<file path="src/rtl/axi_cmd_seq_if.sv">
// AXI4 bus bundle used by axi_cmd_seq: single-beat subset with address, data and response channels.
`timescale 1ns/1ps
interface axi4 #(
  parameter int ALEN  = 32,
  parameter int XLEN  = 32,
  parameter int IDLEN = 5
);
  logic              awValid;
  logic              awReady;
  logic [ALEN-1:0]   awAddr;
  logic [IDLEN-1:0]  awId;
  logic [7:0]        awLen;
  logic [2:0]        awSize;
  logic [1:0]        awBurst;
  logic              wValid;
  logic              wReady;
  logic [XLEN-1:0]   wData;
  logic [XLEN/8-1:0] wStrb;
  logic              wLast;
  logic              bValid;
  logic              bReady;
  logic [1:0]        bResp;
  logic              arValid;
  logic              arReady;
  logic [ALEN-1:0]   arAddr;
  logic [IDLEN-1:0]  arId;
  logic [7:0]        arLen;
  logic [2:0]        arSize;
  logic [1:0]        arBurst;
  logic              rValid;
  logic              rReady;
  logic [XLEN-1:0]   rData;
  logic [1:0]        rResp;

  modport master (
    output awValid, awAddr, awId, awLen, awSize, awBurst,
    input  awReady,
    output wValid, wData, wStrb, wLast,
    input  wReady,
    input  bValid, bResp,
    output bReady,
    output arValid, arAddr, arId, arLen, arSize, arBurst,
    input  arReady,
    input  rValid, rData, rResp,
    output rReady
  );

  modport slave (
    input  awValid, awAddr, awId, awLen, awSize, awBurst,
    output awReady,
    input  wValid, wData, wStrb, wLast,
    output wReady,
    output bValid, bResp,
    input  bReady,
    input  arValid, arAddr, arId, arLen, arSize, arBurst,
    output arReady,
    output rValid, rData, rResp,
    input  rReady
  );
endinterface

</file>
<file path="src/rtl/axi_cmd_seq.sv">
// AXI4 master command sequencer: buffers write/read/poll commands in a FIFO and runs them in order.
// Optional bus watchdog enabled by defining AXI_CMD_SEQ_TIMEOUT_EN.
`timescale 1ns/1ps
module axi_cmd_seq #(
  parameter int DEPTH    = 8,
  parameter int ALEN     = 32,
  parameter int XLEN     = 32,
  parameter int IDLEN    = 5,
  parameter int POLL_MAX = 1024,
  parameter int POLL_GAP = 4
) (
  input  logic            clk,
  input  logic            rst_n,
  input  logic            cmd_valid,
  output logic            cmd_ready,
  input  logic [1:0]      cmd_op,
  input  logic [ALEN-1:0] cmd_addr,
  input  logic [XLEN-1:0] cmd_data,
  input  logic [XLEN-1:0] cmd_mask,
  output logic            rsp_valid,
  output logic [XLEN-1:0] rsp_data,
  output logic            busy,
  output logic            err,
  output logic [1:0]      err_code,
  input  logic            clear,
  axi4.master             bus
);
  localparam int AW = $clog2(DEPTH);
  localparam int PW = AW + 1;
  localparam int CW = $clog2(POLL_MAX + 1);
  localparam int GW = $clog2(POLL_GAP + 1);

  typedef enum logic [2:0] {IDLE, WADDR, BRESP, RADDR, RRESP, PGAP, HALT} state_t;

  typedef struct packed {
    logic [1:0]      op;
    logic [ALEN-1:0] addr;
    logic [XLEN-1:0] data;
    logic [XLEN-1:0] mask;
  } cmd_t;

  cmd_t          fifoMem [DEPTH];
  cmd_t          head;
  state_t        state_q, state_d;
  logic [PW-1:0] wrPtr_q, wrPtr_d, rdPtr_q, rdPtr_d;
  logic          cmdReady_q, cmdReady_d;
  logic          awDone_q, awDone_d, wDone_q, wDone_d;
  logic [CW-1:0] pollCnt_q, pollCnt_d;
  logic [GW-1:0] gapCnt_q, gapCnt_d;
  logic [1:0]    errCode_q, errCode_d;
  logic          rspValid_q, rspValid_d;
  logic [XLEN-1:0] rspData_q, rspData_d;
  logic          push, pop, flush, empty, timeout;

  assign head  = fifoMem[rdPtr_q[AW-1:0]];
  assign empty = (wrPtr_q == rdPtr_q);
  assign push  = cmd_valid && cmdReady_q;
  assign flush = (state_q == HALT) && clear;

  assign bus.awAddr  = head.addr;
  assign bus.awId    = '0;
  assign bus.awLen   = '0;
  assign bus.awSize  = 3'($clog2(XLEN/8));
  assign bus.awBurst = 2'b01;
  assign bus.wData   = head.data;
  assign bus.wStrb   = '1;
  assign bus.wLast   = 1'b1;
  assign bus.arAddr  = head.addr;
  assign bus.arId    = '0;
  assign bus.arLen   = '0;
  assign bus.arSize  = 3'($clog2(XLEN/8));
  assign bus.arBurst = 2'b01;

  assign cmd_ready = cmdReady_q;
  assign rsp_valid = rspValid_q;
  assign rsp_data  = rspData_q;
  assign busy      = !empty || (state_q != IDLE);
  assign err       = (state_q == HALT);
  assign err_code  = errCode_q;

`ifdef AXI_CMD_SEQ_TIMEOUT_EN
  logic [15:0] wdog_q, wdog_d;
  logic        busState;

  assign busState = (state_q == WADDR) || (state_q == BRESP) ||
                    (state_q == RADDR) || (state_q == RRESP);
  assign timeout  = busState && (wdog_q == 16'hFFFF);

  // Restart the count on every state change so each phase gets the full window.
  always_comb begin
    wdog_d = '0;
    if (busState && (state_d == state_q)) wdog_d = wdog_q + 16'd1;
  end

  always_ff @(posedge clk or negedge rst_n) begin
    if (!rst_n) wdog_q <= '0;
    else        wdog_q <= wdog_d;
  end
`else
  assign timeout = 1'b0;
`endif

  // FIFO storage carries no reset; only the pointers define its contents.
  always_ff @(posedge clk) begin
    if (push) fifoMem[wrPtr_q[AW-1:0]] <= '{cmd_op, cmd_addr, cmd_data, cmd_mask};
  end

  always_comb begin
    wrPtr_d    = wrPtr_q + PW'(push);
    rdPtr_d    = rdPtr_q + PW'(pop);
    if (flush) begin
      wrPtr_d = '0;
      rdPtr_d = '0;
    end
    cmdReady_d = ((wrPtr_d - rdPtr_d) != PW'(DEPTH));
  end

  always_comb begin
    state_d     = state_q;
    awDone_d    = awDone_q;
    wDone_d     = wDone_q;
    pollCnt_d   = pollCnt_q;
    gapCnt_d    = gapCnt_q;
    errCode_d   = errCode_q;
    rspValid_d  = 1'b0;
    rspData_d   = rspData_q;
    pop         = 1'b0;
    bus.awValid = 1'b0;
    bus.wValid  = 1'b0;
    bus.bReady  = 1'b0;
    bus.arValid = 1'b0;
    bus.rReady  = 1'b0;
    case (state_q)
      IDLE: if (!empty) begin
        case (head.op)
          2'b00: begin
            state_d  = WADDR;
            awDone_d = 1'b0;
            wDone_d  = 1'b0;
          end
          2'b01, 2'b10: begin
            state_d   = RADDR;
            pollCnt_d = '0;
          end
          default: begin
            state_d   = HALT;
            errCode_d = 2'b11;
          end
        endcase
      end
      WADDR: begin
        bus.awValid = !awDone_q;
        bus.wValid  = !wDone_q;
        awDone_d    = awDone_q || bus.awReady;
        wDone_d     = wDone_q || bus.wReady;
        if (awDone_d && wDone_d) state_d = BRESP;
      end
      BRESP: begin
        bus.bReady = 1'b1;
        if (bus.bValid) begin
          if (bus.bResp == 2'b00) begin
            pop     = 1'b1;
            state_d = IDLE;
          end else begin
            state_d   = HALT;
            errCode_d = 2'b01;
          end
        end
      end
      RADDR: begin
        bus.arValid = 1'b1;
        if (bus.arReady) state_d = RRESP;
      end
      RRESP: begin
        bus.rReady = 1'b1;
        if (bus.rValid) begin
          if (bus.rResp != 2'b00) begin
            state_d   = HALT;
            errCode_d = 2'b01;
          end else if ((head.op == 2'b01) || (((bus.rData ^ head.data) & head.mask) == '0)) begin
            rspValid_d = 1'b1;
            rspData_d  = bus.rData;
            pop        = 1'b1;
            state_d    = IDLE;
          end else if (pollCnt_q == CW'(POLL_MAX - 1)) begin
            state_d   = HALT;
            errCode_d = 2'b10;
          end else begin
            pollCnt_d = pollCnt_q + CW'(1);
            gapCnt_d  = '0;
            state_d   = PGAP;
          end
        end
      end
      PGAP: begin
        if (gapCnt_q == GW'(POLL_GAP - 1)) state_d = RADDR;
        else                               gapCnt_d = gapCnt_q + GW'(1);
      end
      HALT: if (clear) begin
        state_d   = IDLE;
        errCode_d = 2'b00;
      end
      default: state_d = IDLE;
    endcase
    // A watchdog expiry withdraws every handshake signal so nothing completes half-way.
    if (timeout) begin
      state_d     = HALT;
      errCode_d   = 2'b11;
      pop         = 1'b0;
      rspValid_d  = 1'b0;
      rspData_d   = rspData_q;
      bus.awValid = 1'b0;
      bus.wValid  = 1'b0;
      bus.bReady  = 1'b0;
      bus.arValid = 1'b0;
      bus.rReady  = 1'b0;
    end
  end

  always_ff @(posedge clk or negedge rst_n) begin
    if (!rst_n) begin
      state_q    <= IDLE;
      wrPtr_q    <= '0;
      rdPtr_q    <= '0;
      cmdReady_q <= 1'b1;
      awDone_q   <= 1'b0;
      wDone_q    <= 1'b0;
      pollCnt_q  <= '0;
      gapCnt_q   <= '0;
      errCode_q  <= 2'b00;
      rspValid_q <= 1'b0;
      rspData_q  <= '0;
    end else begin
      state_q    <= state_d;
      wrPtr_q    <= wrPtr_d;
      rdPtr_q    <= rdPtr_d;
      cmdReady_q <= cmdReady_d;
      awDone_q   <= awDone_d;
      wDone_q    <= wDone_d;
      pollCnt_q  <= pollCnt_d;
      gapCnt_q   <= gapCnt_d;
      errCode_q  <= errCode_d;
      rspValid_q <= rspValid_d;
      rspData_q  <= rspData_d;
    end
  end
endmodule

</file>
<file path="src/flat_wrapper.sv">
// flat-port wrapper written by rule: the top's interface ports become plain ports
module axi_cmd_seq_flat 
#(
  parameter int DEPTH    = 8,
  parameter int ALEN     = 32,
  parameter int XLEN     = 32,
  parameter int IDLEN    = 5,
  parameter int POLL_MAX = 1024,
  parameter int POLL_GAP = 4
)
  (clk, rst_n, cmd_valid, cmd_ready, cmd_op, cmd_addr, cmd_data, cmd_mask, rsp_valid, rsp_data, busy, err, err_code, clear, bus_awValid, bus_awAddr, bus_awId, bus_awLen, bus_awSize, bus_awBurst, bus_awReady, bus_wValid, bus_wData, bus_wStrb, bus_wLast, bus_wReady, bus_bValid, bus_bResp, bus_bReady, bus_arValid, bus_arAddr, bus_arId, bus_arLen, bus_arSize, bus_arBurst, bus_arReady, bus_rValid, bus_rData, bus_rResp, bus_rReady);
  axi4 #(.ALEN(ALEN), .XLEN(XLEN), .IDLEN(IDLEN)) bus_i ();
  input  logic clk;
  input  logic rst_n;
  input  logic cmd_valid;
  output logic cmd_ready;
  input  logic [1:0] cmd_op;
  input  logic [ALEN-1:0] cmd_addr;
  input  logic [XLEN-1:0] cmd_data;
  input  logic [XLEN-1:0] cmd_mask;
  output logic rsp_valid;
  output logic [XLEN-1:0] rsp_data;
  output logic busy;
  output logic err;
  output logic [1:0] err_code;
  input  logic clear;
  output wire logic [$bits(bus_i.awValid)-1:0] bus_awValid;
  output wire logic [$bits(bus_i.awAddr)-1:0] bus_awAddr;
  output wire logic [$bits(bus_i.awId)-1:0] bus_awId;
  output wire logic [$bits(bus_i.awLen)-1:0] bus_awLen;
  output wire logic [$bits(bus_i.awSize)-1:0] bus_awSize;
  output wire logic [$bits(bus_i.awBurst)-1:0] bus_awBurst;
  input wire logic [$bits(bus_i.awReady)-1:0] bus_awReady;
  output wire logic [$bits(bus_i.wValid)-1:0] bus_wValid;
  output wire logic [$bits(bus_i.wData)-1:0] bus_wData;
  output wire logic [$bits(bus_i.wStrb)-1:0] bus_wStrb;
  output wire logic [$bits(bus_i.wLast)-1:0] bus_wLast;
  input wire logic [$bits(bus_i.wReady)-1:0] bus_wReady;
  input wire logic [$bits(bus_i.bValid)-1:0] bus_bValid;
  input wire logic [$bits(bus_i.bResp)-1:0] bus_bResp;
  output wire logic [$bits(bus_i.bReady)-1:0] bus_bReady;
  output wire logic [$bits(bus_i.arValid)-1:0] bus_arValid;
  output wire logic [$bits(bus_i.arAddr)-1:0] bus_arAddr;
  output wire logic [$bits(bus_i.arId)-1:0] bus_arId;
  output wire logic [$bits(bus_i.arLen)-1:0] bus_arLen;
  output wire logic [$bits(bus_i.arSize)-1:0] bus_arSize;
  output wire logic [$bits(bus_i.arBurst)-1:0] bus_arBurst;
  input wire logic [$bits(bus_i.arReady)-1:0] bus_arReady;
  input wire logic [$bits(bus_i.rValid)-1:0] bus_rValid;
  input wire logic [$bits(bus_i.rData)-1:0] bus_rData;
  input wire logic [$bits(bus_i.rResp)-1:0] bus_rResp;
  output wire logic [$bits(bus_i.rReady)-1:0] bus_rReady;
  assign bus_awValid = bus_i.awValid;
  assign bus_awAddr = bus_i.awAddr;
  assign bus_awId = bus_i.awId;
  assign bus_awLen = bus_i.awLen;
  assign bus_awSize = bus_i.awSize;
  assign bus_awBurst = bus_i.awBurst;
  assign bus_i.awReady = bus_awReady;
  assign bus_wValid = bus_i.wValid;
  assign bus_wData = bus_i.wData;
  assign bus_wStrb = bus_i.wStrb;
  assign bus_wLast = bus_i.wLast;
  assign bus_i.wReady = bus_wReady;
  assign bus_i.bValid = bus_bValid;
  assign bus_i.bResp = bus_bResp;
  assign bus_bReady = bus_i.bReady;
  assign bus_arValid = bus_i.arValid;
  assign bus_arAddr = bus_i.arAddr;
  assign bus_arId = bus_i.arId;
  assign bus_arLen = bus_i.arLen;
  assign bus_arSize = bus_i.arSize;
  assign bus_arBurst = bus_i.arBurst;
  assign bus_i.arReady = bus_arReady;
  assign bus_i.rValid = bus_rValid;
  assign bus_i.rData = bus_rData;
  assign bus_i.rResp = bus_rResp;
  assign bus_rReady = bus_i.rReady;
  axi_cmd_seq #(.DEPTH(DEPTH), .ALEN(ALEN), .XLEN(XLEN), .IDLEN(IDLEN), .POLL_MAX(POLL_MAX), .POLL_GAP(POLL_GAP)) u_core (.clk(clk), .rst_n(rst_n), .cmd_valid(cmd_valid), .cmd_ready(cmd_ready), .cmd_op(cmd_op), .cmd_addr(cmd_addr), .cmd_data(cmd_data), .cmd_mask(cmd_mask), .rsp_valid(rsp_valid), .rsp_data(rsp_data), .busy(busy), .err(err), .err_code(err_code), .clear(clear), .bus(bus_i));
endmodule
</file>
<file path="config.mk">
export PLATFORM = sky130hd
export DESIGN_NAME = axi_cmd_seq_flat
export DESIGN_NICKNAME = d
export VERILOG_FILES = /design/src/rtl/axi_cmd_seq_if.sv /design/src/rtl/axi_cmd_seq.sv /design/src/flat_wrapper.sv
export SDC_FILE = /design/constraint.sdc
export NUM_CORES = 1
export LEC_CHECK = 0
export BUFFER_PORTS_ARGS = -buffer_cell sky130_fd_sc_hd__buf_2
export CAP_MARGIN = 20
export CELL_PAD_IN_SITES_DETAIL_PLACEMENT = 1
export CELL_PAD_IN_SITES_GLOBAL_PLACEMENT = 1
export CORE_UTILIZATION = 55
export DETAILED_ROUTE_END_ITERATION = 10
export GPL_TIMING_DRIVEN = 0
export PLACE_DENSITY_LB_ADDON = 0.3
export REMOVE_ABC_BUFFERS = 1
export SYNTH_ARGS = -nofsm -noshare
export SYNTH_HDL_FRONTEND = slang
export SYNTH_SLANG_ARGS = --single-unit
export TNS_END_PERCENT = 1
</file>
<file path="constraint.sdc">
create_clock -name clk -period 19.65 [get_ports clk]
set_clock_uncertainty 0.1 [all_clocks]
set_input_delay 2.9475 -clock clk [delete_from_list [all_inputs] [get_ports clk]]
set_output_delay 2.9475 -clock clk [all_outputs]
set_load 0.005 [all_outputs]
</file>
### After elaboration in Yosys (flattened, before gate mapping)

Memory sizes are Yosys's and may differ from the RTL's.
Cells that the tools add are included.

* output and inout bits: 180
* bits in read-only memories: 0
* register bits: 63
* memories kept: 1
* RAM bits: 784
* input bits: 143
* latch bits: 0
* logic and storage cells: 133

* multiplexer cells: 56
* bitwise logic cells: 3
* add/subtract/negate cells: 5
* reduce and logical (&&, ||, !) cells: 28
* shift operators: 0
* eq/ne operators: 29
* div/mod/pow operators: 0
* $mul: 0
* order comparisons: 0

Memories
* u_core.fifoMem: depth 8, width 98, rd ports 1, clocked after memory_dff 0, wr ports 1, RTL line axi_cmd_seq.sv:42 `cmd_t fifoMem [DEPTH];`

Operators with widths (number)
* 11-bit 2-to-1 mux: 6
* 3-bit 2-to-1 mux: 15
* 32-bit AND: 1
* 32-bit zero test: 1
* 32-bit XOR: 1
* 2-bit inequality test (second input constant): 12
* 11-bit one-hot mux with 2 select lines: 1
* 3-bit one-hot mux with 7 select lines: 1
* 2-bit 2-to-1 mux: 10
* 1-bit 2-to-1 mux: 15
* 7-bit AND reduction: 2
* 3-bit one-hot mux with 2 select lines: 2
* 11-bit by 1-bit adder with 11-bit output (second input constant): 1
* 11-bit by 10-bit == test with 1-bit output (second input constant): 1
* 3-bit by 2-bit == test with 1-bit output (second input constant): 3
* 3-bit == test (second input constant): 3
* 9-bit AND reduction: 1
* 4-bit by 1-bit adder with 4-bit output: 2
* 4-bit 2-to-1 mux: 2
* 2-bit one-hot mux with 4 select lines: 1
* 2-bit nonzero test: 4
* 2-bit by 1-bit inequality test with 1-bit output (second input constant): 3
* 1-bit one-hot mux with 2 select lines: 3
* 6-bit AND reduction: 1
* other kinds (21): 29

### Depth between registers and ports, before layout

An unclocked memory read counts as a cell.

* depth in word-level cells: 13
* gate-level depth with buffers: 22
* depth with buffers taken out: 17

### Worst setup path before layout

Ideal clock, no wire load.

* path kind: in2reg
* start: in cmd_valid
* end: mem u_core.fifoMem[0][0] (netlist name), enable pin
* data arrival time: 9.834 ns
* setup time: 0.675 ns
* stages on the path: 3
* path buffers: 0
* setup slack: 9.042 ns
* required time: 18.875 ns
* cells stage by stage: and2_1 -> nand2b_1 -> nor3_1

* longest elaborated chain between the ends: 3

RTL lines
* start: declaration: RTL line flat_wrapper.sv:15 `input logic cmd_valid;`
* 1-bit logical AND: RTL line axi_cmd_seq.sv:57 `assign push = cmd_valid && cmdReady_q;`
* 1-bit 2-to-1 mux: RTL line axi_cmd_seq.sv:105 `if (push) fifoMem[wrPtr_q[AW-1:0]] <= '{cmd_op, cmd_addr, cmd_data, cmd_mask};`
* 1-bit 2-to-1 mux (implied by the code): RTL line axi_cmd_seq.sv:105
* end: declaration: RTL line axi_cmd_seq.sv:42

No other way between the ends.

### Worst setup path after layout

* start: reg u_core.rdPtr_q[0]
* end: reg u_core.cmdReady_q (netlist: u_core.cmd_ready)

* longest elaborated chain between the ends: 13
* elaborated cells between the ends (all ways): 14
* those cells by class: add/sub (2); eq/ne (2); mux (5); bitwise (2); reduce/logical (2); memory (1)

RTL lines
* start: declaration: RTL line axi_cmd_seq.sv:45 `logic [PW-1:0] wrPtr_q, wrPtr_d, rdPtr_q, rdPtr_d;`
* start signal: assignment: RTL line axi_cmd_seq.sv:236 `rdPtr_q <= rdPtr_d;`
* memory 8 x 98 bit
* 32-bit XOR: RTL line axi_cmd_seq.sv:180 `end else if ((head.op == 2'b01) || (((bus.rData ^ head.data) & head.mask) == '0)) begin`
* 32-bit AND: RTL line axi_cmd_seq.sv:180
* 32-bit zero test: RTL line axi_cmd_seq.sv:180
* 1-bit logical OR: RTL line axi_cmd_seq.sv:180
* 1-bit 2-to-1 mux: RTL line axi_cmd_seq.sv:180
* 1-bit 2-to-1 mux: RTL line axi_cmd_seq.sv:177 `if (bus.rResp != 2'b00) begin`
* 1-bit 2-to-1 mux: RTL line axi_cmd_seq.sv:176 `if (bus.rValid) begin`
* 1-bit one-hot mux with 2 select lines: RTL line axi_cmd_seq.sv:133 `case (state_q)`
* 4-bit by 1-bit adder with 4-bit output *: RTL line axi_cmd_seq.sv:110 `rdPtr_d = rdPtr_q + PW'(pop);`
* 4-bit 2-to-1 mux *: RTL line axi_cmd_seq.sv:111 `if (flush) begin`
* 4-bit subtractor *: RTL line axi_cmd_seq.sv:115 `cmdReady_d = ((wrPtr_d - rdPtr_d) != PW'(DEPTH));`
* 4-bit inequality test *: RTL line axi_cmd_seq.sv:115
* via u_core.cmdReady_d: RTL line axi_cmd_seq.sv:46 `logic cmdReady_q, cmdReady_d;`
* end signal: assignment: RTL line axi_cmd_seq.sv:237 `cmdReady_q <= cmdReady_d;`
* end: declaration: RTL line axi_cmd_seq.sv:46

The timed path passes the listed nets; every way through them passes the cells marked *.
A chain may end at the register's enable or synchronous reset.

==> results by group <==
Outcome
  – Outcome: finished, final reports clean

Power and ir drop
  – Sw Ratio: 28.29%
  – Int Pwr: 0.003873 W
  – Clock network power share: 29.3%
  – Sequential power share: 44.2%
  – PwrDens: 137.7 nW/µm²
  – Static leakage: 13.36 nW
  – Gate power share: 26.5%
  – Switching Power: 0.001528 W
  – Maximum vdd drop: 0.00009325 V

Synth
  – Combinational family with the most area after synthesis: multiplexers
  – FF+latch count, synth: 847
  – Sequential fraction of the synthesis area: 74.81%
  – Async SR Flop Fraction: 7.438%
  – Compound-gate portion of the synthesized area: 1.215%
  – Post-synthesis simple-gate area fraction: 1.770%
  – Post-synthesis adder-cell area fraction: 0.4844%
  – Ys Warns: 0
  – Syn Inst Count: 1561
  – Top FF cell, synth: edfxtp_1
  – Post-Syn Area: 33580 µm²
  – Post-synthesis mux area share: 17.88%
  – Synth Area in XOR/XNOR: 1.095%
  – Netlist cell types: 53
  – Syn_area_per_cell: 21.51 µm²
  – Post-synth EDFFs: 784

Timing
  – Slew Viols, Final: 0
  – RSZ-0062 raised after global routing: false
  – Max Freq: 147.8 MHz
  – Crit share post-route: 34.43%
  – Final-report hold violation count: 0
  – Setup TNS: 0 ps
  – Tmin final: 6765 ps
  – Slew headroom: 33.01%
  – Worst slew pin tran: 1002 ps
  – # setup viols final: 0

Worst setup path
  – Crit end category: flop
  – WP data required: 20080 ps
  – Reg-to-reg endpoint: u_core.cmd_ready
  – CP max stage cell: dfrtp_4
  – CP startpoint: u_core.rdPtr_q[0]
  – Critical path destination: u_core.cmd_ready
  – Startpoint types: flop
  – Cells on worst reg2reg path: 20
  – Setup Crit Path Kind: reg2reg
  – Cell Chain, Critical Path: buf_16, buf_16, buf_16, mux4_2, mux2_2, xnor2_1, o22ai_1, or4_1, nor4_4, o2111ai_4, buf_12, nand2_1, ha_1, ha_1, nand2_1, ha_1, nor2b_1, or4_1, o21ai_0, nand3_1
  – Max incr delay on CP: 880 ps
  – Reg2Reg Setup Slack: 12880 ps
  – CP max FO: 41
  – FF-to-FF Start: u_core.rdPtr_q[0]
  – CP arrival: 7190 ps

Placement
  – Dpl hpwl: 47910 µm
  – Placement Cell Area: 36490 µm²
  – GP Congestion: 0.7613
  – Post-placement cell count: 2590
  – I/O Buffers: 281

Floorplanning
  – Die area: 62050 µm²
  – Die H: 249.1 µm
  – Die width: 249.1 µm
  – # IOs: 323
  – Core area: 60360 µm²
  – Starting Density: 55.63%
  – Row Count: 90

Clock network
  – # Post-CTS Setup Buffers: 0
  – CTS Root Cell: clkbuf_16
  – Clk Latency, worst-skew pair: 620 ps
  – Number of hold buffers added after CTS: 0
  – CTS Buffer Depth: 3
  – H-tree depth: 3
  – Clock buffers created by TritonCTS: 86
  – CTS tree: built
  – Clk sink count: 847
  – Post-CTS Resized: 0
  – Reg clk slew, reported paths: 60 ps

Global route
  – Largest net degree at the start of global routing: 56
  – Vias in the first global route: 17959
  – GRT Residual Overflow: 0
  – First-pass GRT wire length: 114900 µm
  – Initial antenna violation count: 16
  – GRT Resource Usage Total: 25.25%

Routing
  – Pre-antenna DRT Iters: 5
  – Vias per inst: 5.965
  – WL final: 77070 µm
  – Number of remaining DRC errors: 0
  – Post-DRT Antenna Nets: 0
  – Vias: 16399
  – Initial DRC count: 1156
  – WL per Instance: 28.04 µm

Cells and area
  – Commonest cells after routing, fill and taps aside: 784 x edfxtp_1, 280 x buf_2, 196 x mux4_2
  – Share of cells above drive strength 1: 39.48%
  – Final Non-Filler Cells: 2749
  – Final Cell Area: 39210 µm²
  – Commonest non-fill, non-tap cell in the layout: edfxtp_1
  – Final-stage net count: 2052
  – Area delta synth->final: 16.77%

Worst hold path
  – HP Class: reg2reg

Flow run
  – Max-cap violations: 0
## worst max-delay path: cells and delay by family (launching register included)
family / cells / cell delay [ps]
simple gates: 7 / 1920
xor+xnor: 1 / 250
flops: 1 / 880
fa+ha+maj: 3 / 740
buf+inv: 4 / 1240
compound gates: 3 / 580
mux: 2 / 850
## worst min-delay path by stage
stage / slack, ps / endpoint / start / cells after the start
after floorplan: 360 / u_core.gapCnt_q[0] / u_core.gapCnt_q[0] / 1
after global routing: 420 / u_core.rsp_data[16] / u_core.rsp_data[16] / 1
after detailed placement: 380 / u_core.gapCnt_q[2] / u_core.gapCnt_q[2] / 1
final: 410 / u_core.gapCnt_q[0] / u_core.gapCnt_q[0] / 1
after CTS: 400 / u_core.gapCnt_q[0] / u_core.gapCnt_q[0] / 1
after global placement: 380 / u_core.gapCnt_q[0] / u_core.gapCnt_q[0] / 1
## Yosys cell counts, types with 5 or more instances
master | instances | area [µm²]
o22ai_1 | 20 | 125.1
ha_1 | 13 | 162.7
dfrtp_1 | 62 | 1551
buf_2 | 14 | 70.07
mux2i_1 | 37 | 370.4
buf_1 | 14 | 52.55
xor2_1 | 6 | 52.55
nor3_1 | 8 | 40.04
mux4_2 | 196 | 4414
nor2_1 | 30 | 112.6
mux2_2 | 71 | 799.5
buf_6 | 7 | 78.83
or4_1 | 5 | 37.54
clkbuf_1 | 26 | 97.59
a21oi_1 | 14 | 70.07
buf_4 | 77 | 578.1
o21ai_1 | 5 | 25.02
mux2_4 | 28 | 420.4
nand2_1 | 26 | 97.59
o21ai_0 | 7 | 35.03
nand2b_1 | 8 | 50.05
nand3_1 | 13 | 65.06
xnor2_1 | 36 | 315.3
inv_1 | 9 | 33.78
edfxtp_1 | 784 | 23540
## final cells by class
cell class | count | area (µm²)
fill | 4964 | 21150
antenna | 4 | 10.01
clock inverter | 33 | 307.8
inverter | 10 | 37.54
timing repair buffer | 346 | 2599
clock buffer | 122 | 2401
tap | 782 | 978.4
sequential | 847 | 25130
multi-input combinational | 605 | 7746
## registers in the layout, indices dropped and copies added, names as in the netlist
| name | flops |
|---|---|
| u_core.fifoMem | 784 |
| u_core.rsp_data | 32 |
| u_core.pollCnt_q | 11 |
| u_core.rdPtr_q | 4 |
| u_core.wrPtr_q | 4 |
| u_core.gapCnt_q | 3 |
| u_core.state_q | 3 |
| u_core.err_code | 2 |
| u_core.awDone_q | 1 |
| u_core.cmd_ready | 1 |
| u_core.rsp_valid | 1 |
| u_core.wDone_q | 1 |
## power groups by stage
stage	clock network [W]	logic [W]	registers (W)
after detailed placement	0	0.00143	0.00242
after global placement	0	0.00138	0.00263
after global routing	0.00167	0.00153	0.00241
after CTS	0.00162	0.00146	0.00239
after floorplan	0	0.000901	0.00250
final	0.00158	0.00143	0.00239
## metal layers
metal  track usage [%]  vias up  wire length, µm
met1             33.28     8809            31250
met2             43.34      480            40000
met5                 0        -              137
met3             5.016      117             4241
li1                  -     6973                -
met4             6.631       20             1437
## cells by family (layout without fill, tap and decap cells)
logic type	count (synthesis)	count (layout)
AO/OA/AOI/OAI	62	62
multiplexers	332	332
other	2	45
buffers and inverters	148	511
flip-flops	847	847
XOR/XNOR	42	42
AND/OR/NAND/NOR	115	115
adder cells (fa/ha/maj)	13	13
## per-stage QoR
step	util [%]	total power, W	setup slack [ps]	hold WS, ps
2_1_floorplan	-	0.003405	7410	355.7
6_report	64.96	0.005401	12880	405.0
3_5_place_dp	60.46	0.003853	12480	384.4
4_1_cts	64.95	0.005464	12710	403.2
5_1_grt	64.96	0.005611	12400	417.0
3_3_place_gp	58.37	0.004006	1304	378.5
No activity file was read; power rests on OpenSTA's default activity.
